===== src/rtl/apu_dispatch.sv =====
// -----------------------------------------------------------------------------
// apu_dispatch
//
// Routes core APU requests to one of NUM_CH accelerator channels and returns
// the responses to the core strictly in grant order.
//
// Each channel may hold at most one outstanding request. A channel response is
// parked in a one-entry holding buffer until that channel's tag reaches the
// head of the in-order tag FIFO. Requests whose channel-select field names a
// channel that does not exist are accepted into a single error slot. They are
// answered in order with result 0 and flags 1.
//
// Ports
//   clk_i, rst_i         clock, synchronous active-high reset
//   apu_req_i/apu_gnt_o  core request handshake (grant is combinational)
//   apu_operands_i, apu_op_i, apu_flags_i
//                        core request payload, broadcast on ch_* outputs
//   apu_rvalid_o, apu_result_o, apu_flags_o
//                        in-order response to the core (zero when not valid)
//   ch_req_o/ch_gnt_i    per-channel request handshake
//   ch_operands_o, ch_op_o, ch_flags_o
//                        shared copy of the core request payload
//   ch_rvalid_i, ch_result_i, ch_rflags_i
//                        per-channel responses
//   busy_o               at least one request is outstanding
//   proto_err_o          sticky: a channel responded when it was not allowed to
// -----------------------------------------------------------------------------
module apu_dispatch #(
    parameter int NUM_CH  = 2,
    parameter int CH_LSB  = 3,
    parameter int WOP     = 6,
    parameter int WFLAGS  = 15,
    parameter int WRFLAGS = 5
) (
    input  logic                           clk_i,
    input  logic                           rst_i,
    input  logic                           apu_req_i,
    output logic                           apu_gnt_o,
    input  logic [2:0][31:0]               apu_operands_i,
    input  logic [WOP-1:0]                 apu_op_i,
    input  logic [WFLAGS-1:0]              apu_flags_i,
    output logic                           apu_rvalid_o,
    output logic [31:0]                    apu_result_o,
    output logic [WRFLAGS-1:0]             apu_flags_o,
    output logic [NUM_CH-1:0]              ch_req_o,
    input  logic [NUM_CH-1:0]              ch_gnt_i,
    output logic [2:0][31:0]               ch_operands_o,
    output logic [WOP-1:0]                 ch_op_o,
    output logic [WFLAGS-1:0]              ch_flags_o,
    input  logic [NUM_CH-1:0]              ch_rvalid_i,
    input  logic [NUM_CH-1:0][31:0]        ch_result_i,
    input  logic [NUM_CH-1:0][WRFLAGS-1:0] ch_rflags_i,
    output logic                           busy_o,
    output logic                           proto_err_o
);

    localparam int CW    = (NUM_CH > 1) ? $clog2(NUM_CH) : 1;
    // One entry per channel plus one for the error slot, so the FIFO can never
    // overflow.
    localparam int DEPTH = NUM_CH + 1;
    localparam int PW    = $clog2(DEPTH);
    localparam int CNTW  = $clog2(DEPTH + 1);

    typedef struct packed {
        logic          is_err;
        logic [CW-1:0] ch;
    } tag_t;

    logic [CW-1:0]      tgt;
    logic               tgt_legal;

    logic [NUM_CH-1:0]  ch_busy_q, ch_busy_d;
    logic               err_busy_q, err_busy_d;
    logic [NUM_CH-1:0]  buf_valid_q, buf_valid_d;
    logic [31:0]        buf_result_q [NUM_CH];
    logic [WRFLAGS-1:0] buf_flags_q  [NUM_CH];
    logic [NUM_CH-1:0]  capture;
    logic [NUM_CH-1:0]  stray_rsp;
    logic               proto_err_q;

    tag_t               fifo_q [DEPTH];
    logic [PW-1:0]      rd_ptr_q, wr_ptr_q;
    logic [CNTW-1:0]    count_q;

    tag_t               head_tag;
    tag_t               push_tag;
    logic               head_ready;
    logic [31:0]        head_result;
    logic [WRFLAGS-1:0] head_flags;
    logic               push, pop;

    function automatic logic [PW-1:0] ptr_next(input logic [PW-1:0] p);
        return (p == PW'(DEPTH - 1)) ? '0 : p + PW'(1);
    endfunction

    assign tgt       = apu_op_i[CH_LSB +: CW];
    assign tgt_legal = (32'(tgt) < 32'(NUM_CH));

    // The request payload is shared by all channels; only ch_req_o selects.
    assign ch_operands_o = apu_operands_i;
    assign ch_op_o       = apu_op_i;
    assign ch_flags_o    = apu_flags_i;

    // Request routing. A busy channel sees no request at all. An illegal
    // target never reaches a channel and is granted by the error slot.
    always_comb begin
        ch_req_o  = '0;
        apu_gnt_o = 1'b0;
        if (apu_req_i) begin
            if (tgt_legal) begin
                for (int c = 0; c < NUM_CH; c++) begin
                    if (tgt == CW'(c) && !ch_busy_q[c]) begin
                        ch_req_o[c] = 1'b1;
                        apu_gnt_o   = ch_gnt_i[c];
                    end
                end
            end else begin
                apu_gnt_o = !err_busy_q;
            end
        end
    end

    assign push            = apu_gnt_o;
    assign push_tag.is_err = !tgt_legal;
    assign push_tag.ch     = tgt;

    // Head-of-line view. It uses registers only, so the response never depends
    // combinationally on this cycle's channel inputs.
    always_comb begin
        head_tag    = fifo_q[rd_ptr_q];
        head_ready  = head_tag.is_err;
        head_result = '0;
        head_flags  = '0;
        if (head_tag.is_err) begin
            head_flags = WRFLAGS'(1);
        end else begin
            for (int c = 0; c < NUM_CH; c++) begin
                if (head_tag.ch == CW'(c)) begin
                    head_ready  = buf_valid_q[c];
                    head_result = buf_result_q[c];
                    head_flags  = buf_flags_q[c];
                end
            end
        end
    end

    assign apu_rvalid_o = (count_q != '0) && head_ready;
    assign apu_result_o = apu_rvalid_o ? head_result : '0;
    assign apu_flags_o  = apu_rvalid_o ? head_flags  : '0;
    assign pop          = apu_rvalid_o;
    assign busy_o       = (count_q != '0);
    assign proto_err_o  = proto_err_q;

    // A response is accepted only while the channel is outstanding and its
    // buffer is empty. Any other response is dropped and flagged.
    always_comb begin
        capture   = '0;
        stray_rsp = '0;
        for (int c = 0; c < NUM_CH; c++) begin
            capture[c]   = ch_rvalid_i[c] && ch_busy_q[c] && !buf_valid_q[c];
            stray_rsp[c] = ch_rvalid_i[c] && !capture[c];
        end
    end

    // Busy and buffer bookkeeping. Push and pop can never touch the same
    // channel in one cycle because a busy channel cannot be granted. The freed
    // channel therefore becomes grantable only from the next cycle.
    always_comb begin
        ch_busy_d   = ch_busy_q;
        buf_valid_d = buf_valid_q | capture;
        err_busy_d  = err_busy_q;
        if (pop) begin
            if (head_tag.is_err) begin
                err_busy_d = 1'b0;
            end else begin
                for (int c = 0; c < NUM_CH; c++) begin
                    if (head_tag.ch == CW'(c)) begin
                        ch_busy_d[c]   = 1'b0;
                        buf_valid_d[c] = 1'b0;
                    end
                end
            end
        end
        if (push) begin
            if (push_tag.is_err) begin
                err_busy_d = 1'b1;
            end else begin
                for (int c = 0; c < NUM_CH; c++) begin
                    if (tgt == CW'(c)) begin
                        ch_busy_d[c] = 1'b1;
                    end
                end
            end
        end
    end

    // Control state. Reset discards everything in flight, so a late response
    // to a discarded request is later seen as stray.
    always_ff @(posedge clk_i) begin
        if (rst_i) begin
            rd_ptr_q    <= '0;
            wr_ptr_q    <= '0;
            count_q     <= '0;
            ch_busy_q   <= '0;
            buf_valid_q <= '0;
            err_busy_q  <= 1'b0;
            proto_err_q <= 1'b0;
        end else begin
            ch_busy_q   <= ch_busy_d;
            buf_valid_q <= buf_valid_d;
            err_busy_q  <= err_busy_d;
            if (push) begin
                wr_ptr_q <= ptr_next(wr_ptr_q);
            end
            if (pop) begin
                rd_ptr_q <= ptr_next(rd_ptr_q);
            end
            case ({push, pop})
                2'b10:   count_q <= count_q + CNTW'(1);
                2'b01:   count_q <= count_q - CNTW'(1);
                default: count_q <= count_q;
            endcase
            if (|stray_rsp) begin
                proto_err_q <= 1'b1;
            end
        end
    end

    // Payload storage. It needs no reset because the valid bits and the FIFO
    // count qualify every read.
    always_ff @(posedge clk_i) begin
        if (push) begin
            fifo_q[wr_ptr_q] <= push_tag;
        end
        for (int c = 0; c < NUM_CH; c++) begin
            if (capture[c]) begin
                buf_result_q[c] <= ch_result_i[c];
                buf_flags_q[c]  <= ch_rflags_i[c];
            end
        end
    end

endmodule


===== config.mk =====
export PLATFORM = sky130hd
export DESIGN_NAME = apu_dispatch
export DESIGN_NICKNAME = d
export VERILOG_FILES = /design/src/rtl/apu_dispatch.sv
export SDC_FILE = /design/constraint.sdc
export NUM_CORES = 1
export LEC_CHECK = 0
export ABC_AREA = 1
export BUFFER_PORTS_ARGS = -buffer_cell sky130_fd_sc_hd__buf_2
export CORE_AREA = 2 2 141 143
export DETAILED_ROUTE_END_ITERATION = 16
export DIE_AREA = 0 0 143 145
export GPL_ROUTABILITY_DRIVEN = 1
export SETUP_SLACK_MARGIN = 0.2
export SLEW_MARGIN = 20
export SYNTH_ARGS = -nofsm -noshare
export SYNTH_HDL_FRONTEND = slang
export SYNTH_SLANG_ARGS = --single-unit

===== constraint.sdc =====
create_clock -name clk_i -period 2.88 [get_ports clk_i]
set_input_delay 0.288 -clock clk_i [delete_from_list [all_inputs] [get_ports clk_i]]
set_output_delay 0.288 -clock clk_i [all_outputs]
set_load 0.03 [all_outputs]

==> impl_results.md <==
- Status: finished, final reports clean
- Initial core utilization: 23.1%
- Pwr dens: 668 nW/um2
- First-pass GRT wire length: 20700 um
- Psw: 0.000852 W
- Max transition margin: 63.1%
- Worst Hold End: buf_result_q[0][38]
- CTS sink cnt: 90
- Clk_skew: 8.65 ps
- RePlAce Congestion: 0.780
- Simple-gate share of the synthesized area: 12.2%
- Syn_area_per_cell: 10.5 um2
- Adder-cell share of the synthesized area: 0.282%
- Setup TNS: 0 ps
- Worst r2r src: fifo_q[1]
- Max Clock Freq: 430 MHz
- Post-synthesis mux area share: 0%
- DRT Pass-1 Iters: 5
- Pin count of the biggest net entering global routing: 38
- Final wirelength: 15600 um
- Synth warn: 0
- Starting DRT DRC Count: 157
- Pleak: 2.02 nW
- Arrival time at the worst endpoint: 2040 ps
- Core area: 19200 um2
- Worst r2r path cells: 13
- Complex-gate fraction of the synthesized area: 5.52%
- Crit Reg-Reg Endpoint: count_q[1]
- Netlist cell types: 21
- Via count: 2754
- Ranking of synthesized cells by area: edfxtp_1 (52%), buf_4 (20%), nand2_1 (8.2%), dfxtp_1 (5.9%), a21oi_1 (4.8%)
- Vias in the first global route: 2897
- Largest family of logic cells by synthesized area: buffers and inverters
- H-tree Lvls: 3
- Placed insts: 689
- Chip height: 145 um
- Cells after Synth: 424
- Flops & latches, synth: 90
- Post-Place Setup Slack: 818 ps
- Endpoints failing setup: 0
- Hold WC Path Type: input port to flip-flop
- Syn nets: 623
- Post-synthesis sequential area ratio: 57.9%
- Max Cap Viol: 0
- I/O pin total: 358
- Final hold viol count: 0
- Netlist Area Pre-Place: 4440 um2
- Crit Path Class: flip-flop to output pin
- Commonest cells after routing, fill and taps aside: buf_2 (125), nand2_1 (97), edfxtp_1 (77), a21oi_1 (43), inv_1 (20)
- CTS tree: done
- Port Buffers: 125
- Sw Ratio: 26.4%
- Comb pwr share: 14.1%
- Clock Path Buffers: 2
- Peak VDD IR: 0.328 mV
- Worst-margin pin slew: 553 ps
- Total gr overflow: 0
- Met3 Resource Use GR: 10.7%
- Syn-to-layout area delta: 8.76%
- DP Area: 4500 um2
- Final slew viol count: 0
- Final WS setup: 556 ps
- CTS Root Cell: clkbuf_16
- Endpoint class of the critical path: output pin
- Yosys top cell by area: edfxtp_1
- Total Routing Usage GR: 14.5%
- Antenna-violating nets left: 0
- Max Fanout on Critical Path: 28
- Crit path launch type: flip-flop
- Total Nets Final: 634
- Most common library cell in the layout ignoring fill and taps: buf_2
- Post-Synth XOR/XNOR Area: 0%
- Layout Cells excl Fill: 705
- Period utilization: 80.7%
- Int Power: 0.00237 W
- Die W: 143 um
- HPWL after DPL: 12800 um
- Post-layout min period: 2320 ps
- Total Power: 0.00323 W
- Global Route met2 Usage: 26.1%
- Detailed-route DRC error count: 0
- Worst EP required: 2590 ps
- Antenna cells: 0
- Post-cts resize count: 0
- CTS clk-pin slew, worst paths: 70 ps
- Initial antenna violation count: 0
- DIE AREA: 20700 um2
- Post-CTS Setup Bufs: 0
- Met1 GRT Util: 11.1%
- Total CTS buffers: 9
- # rows: 51
- Most Used Layer, Global Route: met2
- WHS Path Cells: 1
- Design area: 4830 um2
- Clock Power Share: 40.2%
- Share of the synthesized area in the top cell type: 52.1%
- RSZ-0062 raised after global routing: no
- Hold path startpoint: ch_result_i[38]
- Reg2reg setup slack: 840 ps
- Share of layout cells above drive strength 1: 36.4%
- Average vias per placed instance: 3.91
- Fillcell total: 2035
- Worst-Skew Late Latency: 350 ps
- Routed WL per cell: 22.1 um
- Power share of the sequential group: 45.8%
- # hold bufs at CTS: 0
==> area by class of cell <==
cell class	instances	area, um2	share of cell area (%)
sequential	90	2570	53.3
multi-input combinational	179	815	16.9
timing repair buffer	131	696	14.4
clock buffer	10	229	4.74
tap	265	332	6.86
clock inverter	6	97.6	2.02
inverter	24	90.1	1.86
==> routing by layer <==
layer  vias to the layer above  wire (um)  share of wire (%)
met5                         -          0                  0
met3                        40       2820                 18
li1                       1301          -                  -
met2                       223       8100                 52
met4                         0        620                4.0
met1                      1190       4040                 26
==> registers in the layout (all words and copies together) (netlist names), named ones only <==
register and cells:
proto_err_o 1, rd_ptr_q 2, fifo_q 3, buf_result_q 64
buf_flags_q 10, ch_busy_q 2, buf_valid_q 2, count_q 2
wr_ptr_q 2
==> stage by stage <==
stage               hold slack [ps]  utilization [%]
CTS                            98.1             25.2
global route                   94.7             25.2
detailed placement              435             23.5
finish                          111             25.2
floorplan                       357                -
global placement                431             23.5
==> cell usage after synthesis <==
| library cell | count |
|---|---|
| nand3_2 | 2 |
| buf_6 | 4 |
| dfxtp_1 | 13 |
| inv_2 | 4 |
| inv_1 | 20 |
| nor2_2 | 2 |
| o21ai_0 | 6 |
| a21oi_1 | 43 |
| nand3_1 | 10 |
| nand2_1 | 97 |
| clkbuf_1 | 1 |
| or2_1 | 1 |
| nor2_1 | 7 |
| ha_1 | 1 |
| nor3_1 | 2 |
| or2_4 | 1 |
| nand2_2 | 3 |
| edfxtp_1 | 77 |
| buf_2 | 6 |
| buf_4 | 120 |
| nand4_1 | 4 |
==> logic make-up (layout without fill, tap and decap cells) <==
group           after synthesis  count (layout)
compound gates               49              49
flops                        90              90
buf+inv                     155             171
fa+ha+maj                     1               1
simple gates                129             129
==> power by group through the flow <==
stage,registers (W),logic (W),clock network [W]
floorplan,0.00150,0.000602,0
detailed placement,0.00151,0.000470,0
global placement,0.00150,0.000463,0
CTS,0.00148,0.000471,0.00133
global route,0.00148,0.000507,0.00137
finish,0.00148,0.000454,0.00130
==> how the worst max path moves through the flow <==
stage | end | startpoint | cells after the start | slack [ps]
after floorplan | buf_flags_q[0][0] | ch_busy_q[0] | 2 | 450
after global placement | count_q[1] | fifo_q[1] | 13 | 850
after detailed placement | count_q[1] | fifo_q[0] | 13 | 820
after CTS | apu_result_o[31] | flip-flop | 8 | 480
after global routing | apu_result_o[31] | flip-flop | 8 | 340
final | apu_result_o[31] | flip-flop | 8 | 560
==> worst max-delay path: stages, from the launching register on <==
cell     delay (ps)
dfxtp_1         360
inv_2            40
nand2_1          60
nand3_1          80
nand2_1         390
buf_12          240
nand2_1          80
a21oi_1         180
buf_2           240
Note: power is estimated with default switching activity, not from simulation.
